File: src/rtl/ir_cmd_filter_pkg.sv
// Shared types and helpers for the IR command filter: SIRC frame layout,
// field extraction and the qualifier state encoding.
package ir_pkg;

  localparam int SIRC_W = 12;
  localparam int CMD_W  = 7;
  localparam int ADDR_W = 5;
  localparam int HOLD_W = 8;

  typedef enum logic [1:0] {
    IDLE,
    CONFIRMING,
    HELD
  } ir_state_t;

  // Command field: low bits of the frame.
  function automatic logic [CMD_W-1:0] sirc_cmd(input logic [SIRC_W-1:0] f);
    return f[CMD_W-1:0];
  endfunction

  // Address field: high bits of the frame.
  function automatic logic [ADDR_W-1:0] sirc_addr(input logic [SIRC_W-1:0] f);
    return f[SIRC_W-1 -: ADDR_W];
  endfunction

endpackage

File: src/rtl/ir_cmd_filter_if.sv
// Frame input from the IR receiver and qualified command outputs towards
// the LED / display consumers. The filter itself uses the slave modport.
interface ir_cmd_filter_if;
  import ir_pkg::*;

  logic [SIRC_W-1:0] in_data;
  logic              in_data_rdy;
  logic [SIRC_W-1:0] cmd_buf;
  logic              new_cmd;
  logic              is_repeat;
  logic              held;
  logic [HOLD_W-1:0] hold_cnt;

  modport master (
    output in_data, in_data_rdy,
    input  cmd_buf, new_cmd, is_repeat, held, hold_cnt
  );

  modport slave (
    input  in_data, in_data_rdy,
    output cmd_buf, new_cmd, is_repeat, held, hold_cnt
  );

endinterface

File: src/rtl/ir_cmd_filter_gap_timer.sv
// Gap timer: counts idle cycles between frames while a press is being
// qualified or held. Expiry is a one-cycle pulse on the last count of the
// gap; a restart in that same cycle suppresses it.
module ir_gap_timer #(
  parameter int GAP_CYCLES = 5_000_000
) (
  input  logic clk,
  input  logic rst_n,
  input  logic restart,
  input  logic run,
  output logic expired
);

  localparam int CW = (GAP_CYCLES > 1) ? $clog2(GAP_CYCLES) : 1;
  localparam logic [CW-1:0] LAST = CW'(GAP_CYCLES - 1);

  logic [CW-1:0] r_cnt;

  assign expired = run & ~restart & (r_cnt == LAST);

  // Count up while running; any restart, stop or expiry returns to zero.
  always_ff @(posedge clk or negedge rst_n) begin
    if (!rst_n)                        r_cnt <= '0;
    else if (restart | ~run | expired) r_cnt <= '0;
    else                               r_cnt <= r_cnt + 1'b1;
  end

endmodule

File: src/rtl/ir_cmd_filter.sv
// IR command qualifier. A frame is an edge on in_data_rdy; a command is
// accepted after CONFIRM identical consecutive frames, then tracked while
// the remote keeps auto-repeating it. Optional auto-fire of held buttons is
// enabled by defining IR_AUTOREPEAT_EN.
import ir_pkg::*;

module ir_cmd_filter #(
  parameter int GAP_CYCLES   = 5_000_000,
  parameter int CONFIRM      = 2,
  parameter int REPEAT_DELAY = 5
) (
  input  logic           clk,
  input  logic           rst_n,
  ir_cmd_filter_if.slave bus
);

  if (CONFIRM < 1 || CONFIRM > 4) begin : g_bad_confirm
    $fatal(1, "ir_cmd_filter: CONFIRM must be in 1..4");
  end
  // hold_cnt saturates at 255, so larger delays could never fire.
  if (REPEAT_DELAY < 0 || REPEAT_DELAY > 255) begin : g_bad_delay
    $fatal(1, "ir_cmd_filter: REPEAT_DELAY must be in 0..255");
  end

  localparam logic [2:0] CONFIRM_M = 3'(CONFIRM);
`ifdef IR_AUTOREPEAT_EN
  localparam logic [HOLD_W-1:0] RPT_M = HOLD_W'(REPEAT_DELAY);
`endif

  function automatic logic [HOLD_W-1:0] sat_inc(input logic [HOLD_W-1:0] v);
    return (v == {HOLD_W{1'b1}}) ? v : v + 1'b1;
  endfunction

  ir_state_t         r_state, w_state_nx;
  logic              r_rdy_q;
  logic [SIRC_W-1:0] r_cand, w_cand_nx;
  logic [2:0]        r_match, w_match_nx;
  logic [SIRC_W-1:0] r_cmd, w_cmd_nx;
  logic              r_new, w_new_nx;
  logic              r_rpt, w_rpt_nx;
  logic [HOLD_W-1:0] r_hold, w_hold_nx;

  logic w_ev, w_same, w_run, w_expired, w_fresh;
  logic [2:0]        w_match_inc;
  logic [HOLD_W-1:0] w_hold_inc;

  assign w_ev        = bus.in_data_rdy & ~r_rdy_q;
  assign w_same      = (bus.in_data == r_cand);
  assign w_run       = (r_state != IDLE);
  assign w_match_inc = r_match + 3'd1;
  assign w_hold_inc  = sat_inc(r_hold);

  ir_gap_timer #(.GAP_CYCLES(GAP_CYCLES)) u_gap (
    .clk     (clk),
    .rst_n   (rst_n),
    .restart (w_ev),
    .run     (w_run),
    .expired (w_expired)
  );

  // Next-state and output decode; a new candidate frame is handled the same
  // way from IDLE, CONFIRMING (mismatch) and HELD (different code).
  always_comb begin
    w_state_nx = r_state;
    w_cand_nx  = r_cand;
    w_match_nx = r_match;
    w_cmd_nx   = r_cmd;
    w_new_nx   = 1'b0;
    w_rpt_nx   = 1'b0;
    w_hold_nx  = r_hold;
    w_fresh    = 1'b0;
    case (r_state)
      IDLE: begin
        if (w_ev) w_fresh = 1'b1;
      end
      CONFIRMING: begin
        if (w_ev) begin
          if (w_same) begin
            w_match_nx = w_match_inc;
            if (w_match_inc == CONFIRM_M) begin
              w_cmd_nx   = r_cand;
              w_new_nx   = 1'b1;
              w_hold_nx  = '0;
              w_state_nx = HELD;
            end
          end else begin
            w_fresh = 1'b1;
          end
        end else if (w_expired) begin
          w_state_nx = IDLE;
        end
      end
      HELD: begin
        if (w_ev) begin
          if (w_same) begin
            w_hold_nx = w_hold_inc;
`ifdef IR_AUTOREPEAT_EN
            if (w_hold_inc >= RPT_M) begin
              w_new_nx = 1'b1;
              w_rpt_nx = 1'b1;
            end
`endif
          end else begin
            w_fresh = 1'b1;
          end
        end else if (w_expired) begin
          w_state_nx = IDLE;
        end
      end
      default: w_state_nx = IDLE;
    endcase
    if (w_fresh) begin
      w_cand_nx  = bus.in_data;
      w_match_nx = 3'd1;
      if (CONFIRM == 1) begin
        w_cmd_nx   = bus.in_data;
        w_new_nx   = 1'b1;
        w_hold_nx  = '0;
        w_state_nx = HELD;
      end else begin
        w_state_nx = CONFIRMING;
      end
    end
  end

  // State and output registers; rdy_q resets high so a level already
  // present at reset release is not mistaken for a frame.
  always_ff @(posedge clk or negedge rst_n) begin
    if (!rst_n) begin
      r_state <= IDLE;
      r_rdy_q <= 1'b1;
      r_cand  <= '0;
      r_match <= '0;
      r_cmd   <= '0;
      r_new   <= 1'b0;
      r_rpt   <= 1'b0;
      r_hold  <= '0;
    end else begin
      r_state <= w_state_nx;
      r_rdy_q <= bus.in_data_rdy;
      r_cand  <= w_cand_nx;
      r_match <= w_match_nx;
      r_cmd   <= w_cmd_nx;
      r_new   <= w_new_nx;
      r_rpt   <= w_rpt_nx;
      r_hold  <= w_hold_nx;
    end
  end

  assign bus.cmd_buf   = r_cmd;
  assign bus.new_cmd   = r_new;
  assign bus.is_repeat = r_rpt;
  assign bus.held      = (r_state == HELD);
  assign bus.hold_cnt  = r_hold;

endmodule

File: src/flat_wrapper.sv
// flat-port wrapper written by rule: the top's interface ports become plain ports
module ir_cmd_filter_flat 
#(
  parameter int GAP_CYCLES   = 5_000_000,
  parameter int CONFIRM      = 2,
  parameter int REPEAT_DELAY = 5
)
  (clk, rst_n, bus_in_data, bus_in_data_rdy, bus_cmd_buf, bus_new_cmd, bus_is_repeat, bus_held, bus_hold_cnt);
  ir_cmd_filter_if bus_i ();
  input  logic clk;
  input  logic rst_n;
  input wire logic [$bits(bus_i.in_data)-1:0] bus_in_data;
  input wire logic [$bits(bus_i.in_data_rdy)-1:0] bus_in_data_rdy;
  output wire logic [$bits(bus_i.cmd_buf)-1:0] bus_cmd_buf;
  output wire logic [$bits(bus_i.new_cmd)-1:0] bus_new_cmd;
  output wire logic [$bits(bus_i.is_repeat)-1:0] bus_is_repeat;
  output wire logic [$bits(bus_i.held)-1:0] bus_held;
  output wire logic [$bits(bus_i.hold_cnt)-1:0] bus_hold_cnt;
  assign bus_i.in_data = bus_in_data;
  assign bus_i.in_data_rdy = bus_in_data_rdy;
  assign bus_cmd_buf = bus_i.cmd_buf;
  assign bus_new_cmd = bus_i.new_cmd;
  assign bus_is_repeat = bus_i.is_repeat;
  assign bus_held = bus_i.held;
  assign bus_hold_cnt = bus_i.hold_cnt;
  ir_cmd_filter #(.GAP_CYCLES(GAP_CYCLES), .CONFIRM(CONFIRM), .REPEAT_DELAY(REPEAT_DELAY)) u_core (.clk(clk), .rst_n(rst_n), .bus(bus_i));
endmodule
File: config.mk
export PLATFORM = sky130hd
export DESIGN_NAME = ir_cmd_filter_flat
export DESIGN_NICKNAME = d
export VERILOG_FILES = /design/src/rtl/ir_cmd_filter_pkg.sv /design/src/rtl/ir_cmd_filter_if.sv /design/src/rtl/ir_cmd_filter_gap_timer.sv /design/src/rtl/ir_cmd_filter.sv /design/src/flat_wrapper.sv
export SDC_FILE = /design/constraint.sdc
export NUM_CORES = 1
export LEC_CHECK = 0
export CAP_MARGIN = 40
export CELL_PAD_IN_SITES_DETAIL_PLACEMENT = 1
export CELL_PAD_IN_SITES_GLOBAL_PLACEMENT = 1
export CORE_ASPECT_RATIO = 1.4
export CORE_MARGIN = 5
export CORE_UTILIZATION = 35
export CTS_CLUSTER_DIAMETER = 200
export DETAILED_ROUTE_END_ITERATION = 12
export PLACE_DENSITY = 0.64
export SYNTH_ARGS = -nofsm -noshare
export SYNTH_HDL_FRONTEND = slang
export SYNTH_HIERARCHICAL = 1
export SYNTH_SLANG_ARGS = --single-unit
File: constraint.sdc
create_clock -name clk -period 4.53 [get_ports clk]
set_clock_uncertainty 0.2 [all_clocks]
set_input_delay 0.906 -clock clk [delete_from_list [all_inputs] [get_ports clk]]
set_output_delay 0.906 -clock clk [all_outputs]
set_load 0.05 [all_outputs]
## Word level (Yosys, flattened, before mapping)

Index checks and enable logic that the tools add are counted.

| storage, ports and cells | value |
|---|---|
| register bits after elaboration | 62 |
| input port bits | 15 |
| output and inout port bits | 23 |
| logic and storage cells | 73 |

| cells by class | value |
|---|---|
| add/sub/neg operators | 3 |
| equality and inequality tests | 16 |
| mux-type cells | 27 |
| bitwise operators | 8 |
| reductions and logical operators | 11 |

Operator list:

| operator | count |
|---|---|
| 8-bit 2-to-1 mux | 6 |
| 23-bit by 1-bit adder with 23-bit output, second input constant | 1 |
| 23-bit == test, second input constant | 1 |
| 23-bit 2-to-1 mux | 1 |
| 8-bit one-hot mux with 2 select lines | 1 |
| 12-bit == test | 1 |
| 2-bit 2-to-1 mux | 6 |
| 3-bit 2-to-1 mux | 4 |
| 2-bit by 1-bit != test with 1-bit output, second input constant | 5 |
| 2-bit nonzero test | 5 |
| 8-bit by 1-bit adder with 8-bit output, second input constant | 1 |
| 8-bit == test, second input constant | 1 |
| 4-bit by 2-bit != test with 1-bit output, second input constant | 2 |
| 4-bit AND reduction | 2 |
| 1-bit 2-to-1 mux | 7 |
| 7-bit AND reduction | 1 |
| 2-bit one-hot mux with 3 select lines | 1 |
| 2-bit != test, second input constant | 2 |
| 3-bit by 1-bit adder with 3-bit output, second input constant | 1 |
| 1-bit AND | 3 |
| 3-bit by 2-bit == test with 1-bit output, second input constant | 1 |
| 3-bit by 2-bit != test with 1-bit output, second input constant | 1 |
| 1-bit NOT | 3 |
| 3-bit AND reduction | 1 |
| other kinds (6) | 7 |

## Depth between registers and ports, before layout

Gate-level depths: netlist of run 1.

| logic depth | value |
|---|---|
| word-level depth | 9 |
| gate-level depth with buffers | 10 |
| mapped depth without buffers | 10 |

## Hierarchy

Netlist of run 1, hierarchy kept.

By module, submodules not included:

| module | times used | cells an instance | area an instance (µm²) | sequential area each (µm²) |
|---|---|---|---|---|
| ir_cmd_filter | 1 | 180 | 2044.5 | 977.2 |
| ir_gap_timer | 1 | 135 | 1332.5 | 575.6 |

## Least setup slack after synthesis of run 1

No wires, ideal clock.

| timing | value |
|---|---|
| path type | in2reg |
| from | input port bus_in_data[4] |
| to | register u_core.r_cmd[10] (netlist: u_core/bus.cmd_buf[10]) |
| setup time | 125 ps |
| data arrival time | 2807 ps |
| required time | 4205 ps |
| slack | 1398 ps |
| stages | 6 |
| path buffers | 1 |
| cells stage by stage | xor2_1 or4_4 or3_4 nor3_1 buf_4 mux2_2 |

| on the way | value |
|---|---|
| cells in the longest elaborated chain, start to end | 2 |

Ends and longest elaborated chain:

| element | line | source |
|---|---|---|
| start: declaration | flat_wrapper.sv:12 | `input wire logic [$bits(bus_i.in_data)-1:0] bus_in_data;` |
| 12-bit == test | ir_cmd_filter.sv:48 | `assign w_same = (bus.in_data == r_cand);` |
| 4-bit AND reduction (no source line) | n/a |  |
| end signal: assignment | ir_cmd_filter.sv:143 | `r_cmd <= w_cmd_nx;` |
| end: declaration | ir_cmd_filter.sv:38 | `logic [SIRC_W-1:0] r_cmd, w_cmd_nx;` |

Every way passes these cells.
A chain may end at the register's enable or synchronous reset.

## Final worst setup path of run 1

| timing | value |
|---|---|
| from | input port bus_in_data[4] |
| to | register u_core.r_cmd[0] (netlist: u_core/bus.cmd_buf[0]) |

The elaborated chain is that of the path after synthesis.

==> reports/metrics.cfg, run 1 <==
[critical_path]
reg2reg_to=u_core/bus.cmd_buf[0]$_DFFE_PN0P_
slowest_delay_ns=0.58
start_kind=primary input
reg2reg_depth=6
timing.rr.start=u_core/r_cand[4]$_DFFE_PN0P_
r2r_setup_slack_ns=1.79
cp_max_fo=22
crit_type=in -> reg
arrival_ns=3.36
crit_start=bus_in_data[4]
cp.required_ns=4.55
critPathTopFamily=simple AND/OR/NAND/NOR gates
crit_chain=clkdlybuf4s50_1 -> xor2_1 -> or4_4 -> or3_4 -> nor3_2 -> buf_4 -> mux2_2
crit_path_end=u_core/bus.cmd_buf[0]$_DFFE_PN0P_
slowest_stage=or4_4
cp_num_cells=7
crit_path_end_kind=register
path_buf_inv=2

[cells_and_area]
layout-drive-gt1-share=0.171
final_cell_mix=dfrtp_1 (61), clkdlybuf4s50_1 (35), mux2_2 (24), nor2_1 (23), xnor2_1 (19)
final_nets=375
areaGrowthSynthToFinish_pct=22.2
post-route-util=0.436
final_common_cell=dfrtp_1
antenna_cells=0

[placement]
gp_congestion=0.755
io_buffer_count=36
hpwl_mm=5.90

[route]
route.vias.total=2587
highest_layer=met4
met3_length_um=278
wl_met1_mm=3.48
avgViaCountPerCell=5.54
wirelength_mm=8.32
final_antenna_net_count=0
wl_per_cell_um=17.8
drcViolationCount=0
first_pass_iters=4
drt_iter0_drc=78
wl_met2_mm=4.40

[clock_network]
path_clk_slew_ns=0.06
cts_resized=0
cts_inserted_buffers=9
htree_num_levels=3
clk_latency_ns=0.34
hold_buffers=0
cts_tree=built
cts.sinks=62
post-cts-setup-buffers=0
root_buffer=clkbuf_16
clockBufferDepth=2

[timing]
final_max_slew_viol_count=0
fin_crit_ns=3.34
rsz0062_at_grt=false
post-route-period-util=0.738
setup_viol=0
hold_viol=0
max_freq_mhz=299
fin_tns_setup_ns=0
relSlewSlack=0.479
tightest_slew_ns=0.781

[pwr]
p_per_area_nw_per_um2=467
p_leak_nw=1.63
vdd_drop_max_mv=0.301

[global_route]
antenna_found_initial=0
grt_pass1_vias=2848
track_usage=0.153
grt_pass1_wl_mm=14.1
grt_start_max_net_pins=36
grt_overflow_total=0

[die]
dieHeight_um=126
dieArea_sq_um=11700
die_x_um=93.0
initial_core_util=0.357
io_pins=38
fp-row-count=42
core-area_sq_um=9460

[hold_path]
min_path_type=reg -> reg

[logic_synthesis]
synth_ff_type=dfrtp_1
synth_area_per_cell_sq_um=10.7
synthesis.nets=338
synth_cells=315
ys_types=54
synth-seq-cells=62
async_reset_ff_frac=1.00
synth.yosys.seq_area_share=0.460
ys_warn_count=6
syn_area_sq_um=3380
synth_edf_count=0

[run_status]
outcome=complete, no violations

[run]
max-cap-violations=0

[metal layers]
metal,up-vias,global-route usage
met2,37,0.270
met3,12,0.0382
met4,0,0.0673
li1,1234,-
met1,1304,0.173
met5,-,0
[cell type report]
class	instances	area [sq um]
Fill cell	1054	5330
Clock buffer	9	225
Inverter	12	45.0
Timing Repair Buffer	39	378
Sequential cell	62	1550
Clock inverter	7	104
Tap cell	110	138
Multi-Input combinational cell	228	1680
[flip-flops by register name, summed over array words and instances, names as in the netlist]
name and count:
u_core/r_rdy_q 1, u_core/r_match 3, u_core/bus.cmd_buf 12, u_core/bus.new_cmd 1
u_core/bus.hold_cnt 8, u_core/r_state 2, u_core/u_gap/r_cnt 23, u_core/r_cand 12
[Yosys cell counts, types with 3 or more instances]
library cell,number,area share
nand3_1,14,0.021
nor4_1,8,0.015
nand2b_1,3,0.0056
o21ai_0,9,0.013
nand2_1,12,0.013
buf_4,4,0.0089
mux2_2,24,0.080
buf_2,3,0.0044
or4b_1,4,0.012
or4_4,4,0.013
mux2i_1,4,0.012
clkbuf_1,3,0.0033
inv_1,12,0.013
dfrtp_1,61,0.45
a21oi_1,11,0.016
or3_1,3,0.0056
xnor2_1,19,0.049
ha_1,8,0.030
nand4_1,8,0.015
nor3_1,14,0.021
a21oi_2,3,0.0078
nor2_1,23,0.026
or4_1,7,0.016
xor2_1,8,0.021
o31ai_1,10,0.022
[worst register-to-register path, delay by kind of cell, from the launching register on]
kind                      cells  cell delay [ns]
muxes                         1             0.36
xor gates and xnor gates      1             0.18
DFF                           1             0.40
buffers and inverters         1             0.24
and+or+nand+nor               3             1.24
[power by group]
group | internal, mW | switching, mW
Combinational | 0.188 | 0.271
Sequential | 0.627 | 0.0681
Clock | 0.489 | 0.281
Total | 1.30 | 0.620
[worst min path at each step]
stage | start | cells after the start | slack (ns) | to
after floorplan | u_core/u_gap/r_cnt[0]$_DFF_PN0_ | 1 | 0.27 | u_core/u_gap/r_cnt[0]$_DFF_PN0_
after global placement | u_core/bus.cmd_buf[7]$_DFFE_PN0P_ | 1 | 0.29 | u_core/bus.cmd_buf[7]$_DFFE_PN0P_
after detailed placement | u_core/bus.cmd_buf[1]$_DFFE_PN0P_ | 1 | 0.30 | u_core/bus.cmd_buf[1]$_DFFE_PN0P_
after CTS | u_core/bus.cmd_buf[1]$_DFFE_PN0P_ | 1 | 0.31 | u_core/bus.cmd_buf[1]$_DFFE_PN0P_
after global routing | u_core/bus.cmd_buf[1]$_DFFE_PN0P_ | 1 | 0.33 | u_core/bus.cmd_buf[1]$_DFFE_PN0P_
final | u_core/bus.cmd_buf[1]$_DFFE_PN0P_ | 1 | 0.31 | u_core/bus.cmd_buf[1]$_DFFE_PN0P_
[metrics by stage]
stage	setup slack, ns	area, sq um	instances	power (mW)	hold slack [ns]
6_report	1.19	4130	467	1.92	0.307
5_1_grt	1.12	4130	467	2.04	0.331
4_1_cts	1.20	4130	467	1.96	0.313
3_5_place_dp	0.836	3800	451	1.17	0.298
3_3_place_gp	0.894	3800	451	1.15	0.293
2_1_floorplan	1.40	3380	315	1.03	0.270
[cells by family (layout without fill, tap and decap cells)]
kind of cell	after synthesis	in the layout	synth area share
AOI/OAI and AO/OA	45	45	0.0889
xor gates and xnor gates	27	27	0.0700
adders and majority gates	8	8	0.0296
buffers and inverters	25	67	0.0433
DFF	62	62	0.460
muxes	28	28	0.0919
other	1	1	0.00111
and+or+nand+nor	119	119	0.215
No activity file was read; power rests on OpenSTA's default activity.
==> inputs of run 2 (changes only) <==
==> constraint.sdc (replaced) <==
create_clock -name clk -period 3.4 [get_ports clk]
set_clock_uncertainty 0.2 [all_clocks]
set_input_delay 0.68 -clock clk [delete_from_list [all_inputs] [get_ports clk]]
set_output_delay 0.68 -clock clk [all_outputs]
set_load 0.05 [all_outputs]
==> reports/metrics.cfg, run 2 (synthesized netlist as in run 1, its figures left out) <==
[placement]
io_buffer_count=36  ; unchanged
hpwl_mm=5.92  ; +0.41%
gp_congestion=0.766  ; +1.4%
placed_area_sq_um=3870  ; +1.8%

[timing]
post-route-period-util=0.899
fin_tns_setup_ns=0  ; unchanged
rsz0062_at_grt=false
relSlewSlack=0.483  ; +0.00379
hold_viol=0  ; unchanged
final_max_slew_viol_count=0  ; unchanged
setup_viol=0  ; unchanged
tightest_slew_ns=0.776  ; -0.00568 ns
max_freq_mhz=327
fin_crit_ns=3.06

[clock_network]
root_buffer=clkbuf_16
htree_num_levels=3  ; unchanged
clockBufferDepth=2  ; unchanged
cts_tree=built
cts_resized=0  ; unchanged
cts_inserted_buffers=9  ; unchanged
path_clk_slew_ns=0.06  ; about the same
hold_buffers=0  ; unchanged
cts.sinks=62  ; unchanged
clk_latency_ns=0.33  ; about the same
post-cts-setup-buffers=0  ; unchanged

[pwr]
p_leak_nw=1.65  ; +1.2%
seq_power_share=0.382  ; +0.021
swShare=0.335  ; +0.0128
pwr-share-clk=0.357  ; -0.043
p_int_mw=1.60  ; +23%
p_sw_uw=808  ; +30%
vdd_drop_max_mv=0.365  ; +21%
p_per_area_nw_per_um2=581  ; +25%
combPwrFrac=0.261  ; +0.022

[global_route]
grt_pass1_vias=2882  ; +1.2%
track_usage=0.149  ; -0.00397
use_met1=0.170  ; -0.00347
grt_pass1_wl_mm=14.0  ; -0.84%
grt_start_max_net_pins=33  ; -8.3%
grt_overflow_total=0  ; unchanged
met2_usage=0.268  ; -0.00170
antenna_found_initial=0  ; unchanged
top_usage_layer=met2
grtUsageMet3=0.0352  ; -0.00298

[critical_path]
timing.rr.start=u_core/r_match[0]$_DFFE_PN0P_
start_kind=primary input
crit_path_end_kind=register
critPathTopFamily=simple AND/OR/NAND/NOR gates
slowest_stage=or4_4
path_buf_inv=2  ; unchanged
crit_chain=clkdlybuf4s50_1 -> xor2_1 -> or4_4 -> or3_4 -> buf_12 -> or4_1 -> a21oi_1
cp_max_fo=17  ; -23%
crit_start=bus_in_data[4]
slowest_delay_ns=0.58  ; about the same
arrival_ns=3.10  ; -0.26 ns
crit_type=in -> reg
cp.required_ns=3.44  ; -1.11 ns

[die]
io_pins=38  ; unchanged
die_x_um=93.0  ; unchanged
core-area_sq_um=9460  ; unchanged
fp-row-count=42  ; unchanged
dieArea_sq_um=11700  ; unchanged
initial_core_util=0.357  ; unchanged
dieHeight_um=126  ; unchanged

[cells_and_area]
areaGrowthSynthToFinish_pct=22.9
top_register=u_core/u_gap/r_cnt
final_cell_mix=dfrtp_1 (61), clkdlybuf4s50_1 (35), mux2_2 (24), nor2_1 (23), xnor2_1 (19)
largest_reg_flops=23  ; unchanged
final_common_cell=dfrtp_1
final.fill_count=1055  ; +0.095%
layout-drive-gt1-share=0.185  ; +0.0137
fin_area_sq_um=4150  ; +0.58%
antenna_cells=0  ; unchanged
post-route-util=0.439  ; +0.00251
final_nets=381  ; +1.6%

[route]
avgViaCountPerCell=5.44  ; -1.8%
route.vias.total=2574  ; -0.50%
wl_per_cell_um=17.2  ; -3.3%
final_antenna_net_count=0  ; unchanged
drt_iter0_drc=70  ; -10%
drcViolationCount=0  ; unchanged
wirelength_mm=8.15  ; -2.1%
first_pass_iters=4  ; unchanged

[hold_path]
min_path_type=in -> async

[run_status]
outcome=complete, no violations

[run]
max-cap-violations=0  ; unchanged

==> run 2: changes by cell type in the layout (fill, tap and decap cells not counted) <==
cell,delta
inv_6,-1
clkinv_4,+2
buf_12,+2
bufinv_16,-2
buf_4,+4
clkinv_2,+1
==> run 2: layout make-up <==
cell class	count	area, sq um	area share
flip-flops and latches	62	1550	0.374
multi-input cells	228	1680	0.406
well taps	110	138	0.0332
repair buffers	45	448	0.108
clock buffers	9	225	0.0543
inverters	12	45.0	0.0109
clock inverters	7	57.6	0.0139
==> run 2: per-layer routing <==
layer	wire (um)	vias to the layer above	part of all wire
li1	-	1242	-
met1	3420	1288	0.42
met2	4320	35	0.53
met3	289	9	0.035
met4	114	0	0.014
met5	0	-	0
==> run 2: worst reg2reg max path: stages, from the launching register on <==
cell and delay [ns]:
dfrtp_1 0.40, ha_1 0.25, xnor2_1 0.23, nand2_1 0.20, a2111o_1 0.65, or4_1 0.53, a21oi_1 0.16
==> run 2: final timing paths <==
path | to | slack [ns] | depth (start not counted)
min in group clk | u_core/bus.cmd_buf[1]$_DFFE_PN0P_ | 0.31 | 1
hold / removal | u_core/u_gap/r_cnt[10]$_DFF_PN0_ | 0.24 | 1
max in group asynchronous | u_core/r_match[1]$_DFFE_PN0P_ | 2.03 | 2
setup / recovery | u_core/bus.hold_cnt[4]$_DFFE_PN0P_ | 0.34 | 7
setup reg to reg | u_core/bus.hold_cnt[4]$_DFFE_PN0P_ | 0.69 | 6
hold reg to reg | u_core/bus.cmd_buf[1]$_DFFE_PN0P_ | 0.31 | 1
==> run 2: through the flow <==
step	power, mW	setup slack (ns)	hold WS, ns	cells
4_1_cts	2.45	0.351	0.266	473
5_1_grt	2.56	0.238	0.302	473
6_report	2.41	0.345	0.237	473
3_5_place_dp	1.57	0.00814	0.300	457
2_1_floorplan	1.38	0.494	0.184	315
3_3_place_gp	1.56	0.0503	0.295	457
==> run 2: power by group through the flow <==
stage                     Clock (mW)  Sequential (mW)  Combinational (mW)
after floorplan                    0            0.916               0.461
after global placement             0            0.929               0.630
after detailed placement           0            0.934               0.638
after CTS                      0.883            0.921               0.642
after global routing           0.919            0.937               0.703
final                          0.861            0.920               0.629
==> inputs of run 3 (changes only) <==
--- a/config.mk
+++ b/config.mk
@@ -9,11 +9,11 @@
 export CELL_PAD_IN_SITES_DETAIL_PLACEMENT = 1
 export CELL_PAD_IN_SITES_GLOBAL_PLACEMENT = 1
 export CORE_ASPECT_RATIO = 1.4
-export CORE_MARGIN = 5
 export CORE_UTILIZATION = 35
 export CTS_CLUSTER_DIAMETER = 200
 export DETAILED_ROUTE_END_ITERATION = 12
 export PLACE_DENSITY = 0.64
+export RECOVER_POWER = 25
 export SYNTH_ARGS = -nofsm -noshare
 export SYNTH_HDL_FRONTEND = slang
 export SYNTH_HIERARCHICAL = 1
==> reports/metrics.cfg, run 3 (synthesized netlist as in run 1, its figures left out) <==
[placement]
gp_congestion=0.770  ; +0.60%
hpwl_mm=5.76  ; -2.6%
io_buffer_count=36  ; unchanged
pre_cts_ws_ns=0.0339  ; +0.0258 ns
numPlacedInstances=459  ; +0.44%

[die]
die_x_um=85.0  ; -8.6%
dieArea_sq_um=10100  ; -14%
fp-row-count=42  ; unchanged
dieHeight_um=118  ; -6.3%
initial_core_util=0.359  ; +0.00199
core-area_sq_um=9410  ; -0.56%
io_pins=38  ; unchanged

[clock_network]
cts_resized=0  ; unchanged
root_buffer=clkbuf_16
post-cts-setup-buffers=0  ; unchanged
cts_tree=built
hold_buffers=0  ; unchanged
cts.sinks=62  ; unchanged
htree_num_levels=3  ; unchanged
clk_latency_ns=0.33  ; about the same
path_clk_slew_ns=0.06  ; about the same
clockBufferDepth=2  ; unchanged
cts_inserted_buffers=9  ; unchanged

[timing]
setup_slack_ns=0.384  ; +0.0397 ns
relSlewSlack=-0.169  ; -0.652
max_freq_mhz=332  ; +1.3%
rsz0062_at_grt=false
final_max_slew_viol_count=31  ; +31
fin_tns_setup_ns=0  ; unchanged
holdWs_ns=0.307  ; +0.0706 ns
tightest_slew_ns=1.75  ; +0.978 ns
fin_crit_ns=3.02  ; -0.0397 ns
post-route-period-util=0.887  ; -0.0117
setup_viol=0  ; unchanged
hold_viol=0  ; unchanged

[cells_and_area]
post-route-util=0.444  ; +0.00524
final_cell_mix=dfrtp_1 (61), clkdlybuf4s50_1 (34), mux2_2 (24), nor2_1 (23), xnor2_1 (19)
areaGrowthSynthToFinish_pct=23.6
largest_reg_flops=23  ; unchanged
final_cells=475  ; +0.42%
final_nets=383  ; +0.52%
antenna_cells=0  ; unchanged
layout-drive-gt1-share=0.186  ; +0.00173
top_register=u_core/u_gap/r_cnt
final_common_cell=dfrtp_1
final.fill_count=1051  ; -0.38%

[critical_path]
crit_path_end_kind=register
arrival_ns=3.03  ; -0.07 ns
r2r_setup_slack_ns=0.73  ; +0.04 ns
cp.required_ns=3.42  ; -0.02 ns
critPathTopFamily=simple AND/OR/NAND/NOR gates
path_buf_inv=2  ; unchanged
slowest_delay_ns=0.54  ; -0.04 ns
crit_chain=clkdlybuf4s50_1 -> xor2_1 -> or4_4 -> or3_4 -> nor3_2 -> buf_4 -> mux2_2
crit_type=in -> reg
slowest_stage=or4_4
start_kind=primary input
cp_max_fo=15  ; -2
reg2reg_depth=6  ; unchanged
timing.rr.start=u_core/r_match[0]$_DFFE_PN0P_
reg2reg_to=u_core/bus.hold_cnt[5]$_DFFE_PN0P_

[hold_path]
min_path_type=reg -> reg
hold_path_startpoint=u_core/bus.cmd_buf[8]$_DFFE_PN0P_
hold_end=u_core/bus.cmd_buf[8]$_DFFE_PN0P_
min_path_cells=1

[route]
final_antenna_net_count=0  ; unchanged
route.vias.total=2606  ; +1.2%
first_pass_iters=4  ; unchanged
avgViaCountPerCell=5.49  ; +0.82%
wirelength_mm=7.98  ; -2.0%
wl_per_cell_um=16.8  ; -2.4%
drt_iter0_drc=89  ; +27%
drcViolationCount=0  ; unchanged

[pwr]
p_per_area_nw_per_um2=600  ; +3.3%
vdd_drop_max_mv=0.307  ; -16%
p_leak_nw=1.65  ; +0.17%

[run_status]
violations=capacitance limit, slew limit
outcome=complete, but fails checks

[global_route]
grt_overflow_total=0  ; unchanged
grt_pass1_vias=2774  ; -3.7%
antenna_found_initial=0  ; unchanged
grt_start_max_net_pins=34  ; +3.0%
track_usage=0.178  ; +0.0290
grt_pass1_wl_mm=14.1  ; +0.80%

[run]
max-cap-violations=1  ; +1

## run 3: cell count changes in the layout (fill, tap and decap cells not counted)
| cell | delta |
|---|---|
| buf_4 | +2 |
| clkinvlp_4 | +2 |
| inv_6 | -2 |
| buf_12 | -1 |
| buf_2 | -1 |
| bufinv_16 | +1 |
| clkbuf_1 | +1 |
| clkbuf_2 | +1 |
| clkbuf_8 | +1 |
| clkdlybuf4s50_1 | -1 |
| clkinv_2 | -1 |
| clkinv_4 | -1 |
| dlygate4sd3_1 | +1 |
## run 3: routing by layer
layer | vias to the layer above | part of all wire | GRT usage | wire length (um)
met5 | - | 0 | 0 | 0
met2 | 32 | 0.52 | 0.302 | 4160
met1 | 1327 | 0.44 | 0.217 | 3520
met4 | 0 | 0.015 | 0.0646 | 116
li1 | 1236 | - | - | -
met3 | 11 | 0.023 | 0.0454 | 187
## run 3: power by group
part	total, mW	switching [mW]	internal [mW]
clock	0.935	0.345	0.590
sequential	0.928	0.0922	0.836
combinational	0.641	0.367	0.275
## run 3: per-stage QoR
| step | power [mW] | cell area, sq um |
|---|---|---|
| global placement | 1.57 | 3880 |
| global route | 2.65 | 4180 |
| floorplan | 1.38 | 3380 |
| detailed placement | 1.59 | 3880 |
| CTS | 2.55 | 4190 |
| finish | 2.50 | 4180 |
## run 3: area by class of cell
cell class | instances | area (sq um) | area share
multi-input cells | 228 | 1680 | 0.403
flip-flops and latches | 62 | 1550 | 0.372
repair buffers | 47 | 447 | 0.107
clock buffers | 10 | 239 | 0.0572
well taps | 110 | 138 | 0.0330
clock inverters | 6 | 71.3 | 0.0171
inverters | 12 | 45.0 | 0.0108
## run 3: worst max path at each step
stage              startpoint                                  to  slack [ns]  depth (start not counted)
2_1_floorplan  bus_in_data[4]  u_core/bus.cmd_buf[10]$_DFFE_PN0P_        0.49                          6
3_3_place_gp   bus_in_data[4]   u_core/bus.cmd_buf[6]$_DFFE_PN0P_        0.07                          7
3_5_place_dp   bus_in_data[4]   u_core/bus.cmd_buf[1]$_DFFE_PN0P_        0.03                          7
4_1_cts        bus_in_data[4]  u_core/bus.cmd_buf[10]$_DFFE_PN0P_        0.37                          7
5_1_grt                 rst_n    u_core/u_gap/r_cnt[12]$_DFF_PN0_        0.27                          2
6_report       bus_in_data[4]  u_core/bus.cmd_buf[10]$_DFFE_PN0P_        0.38                          7
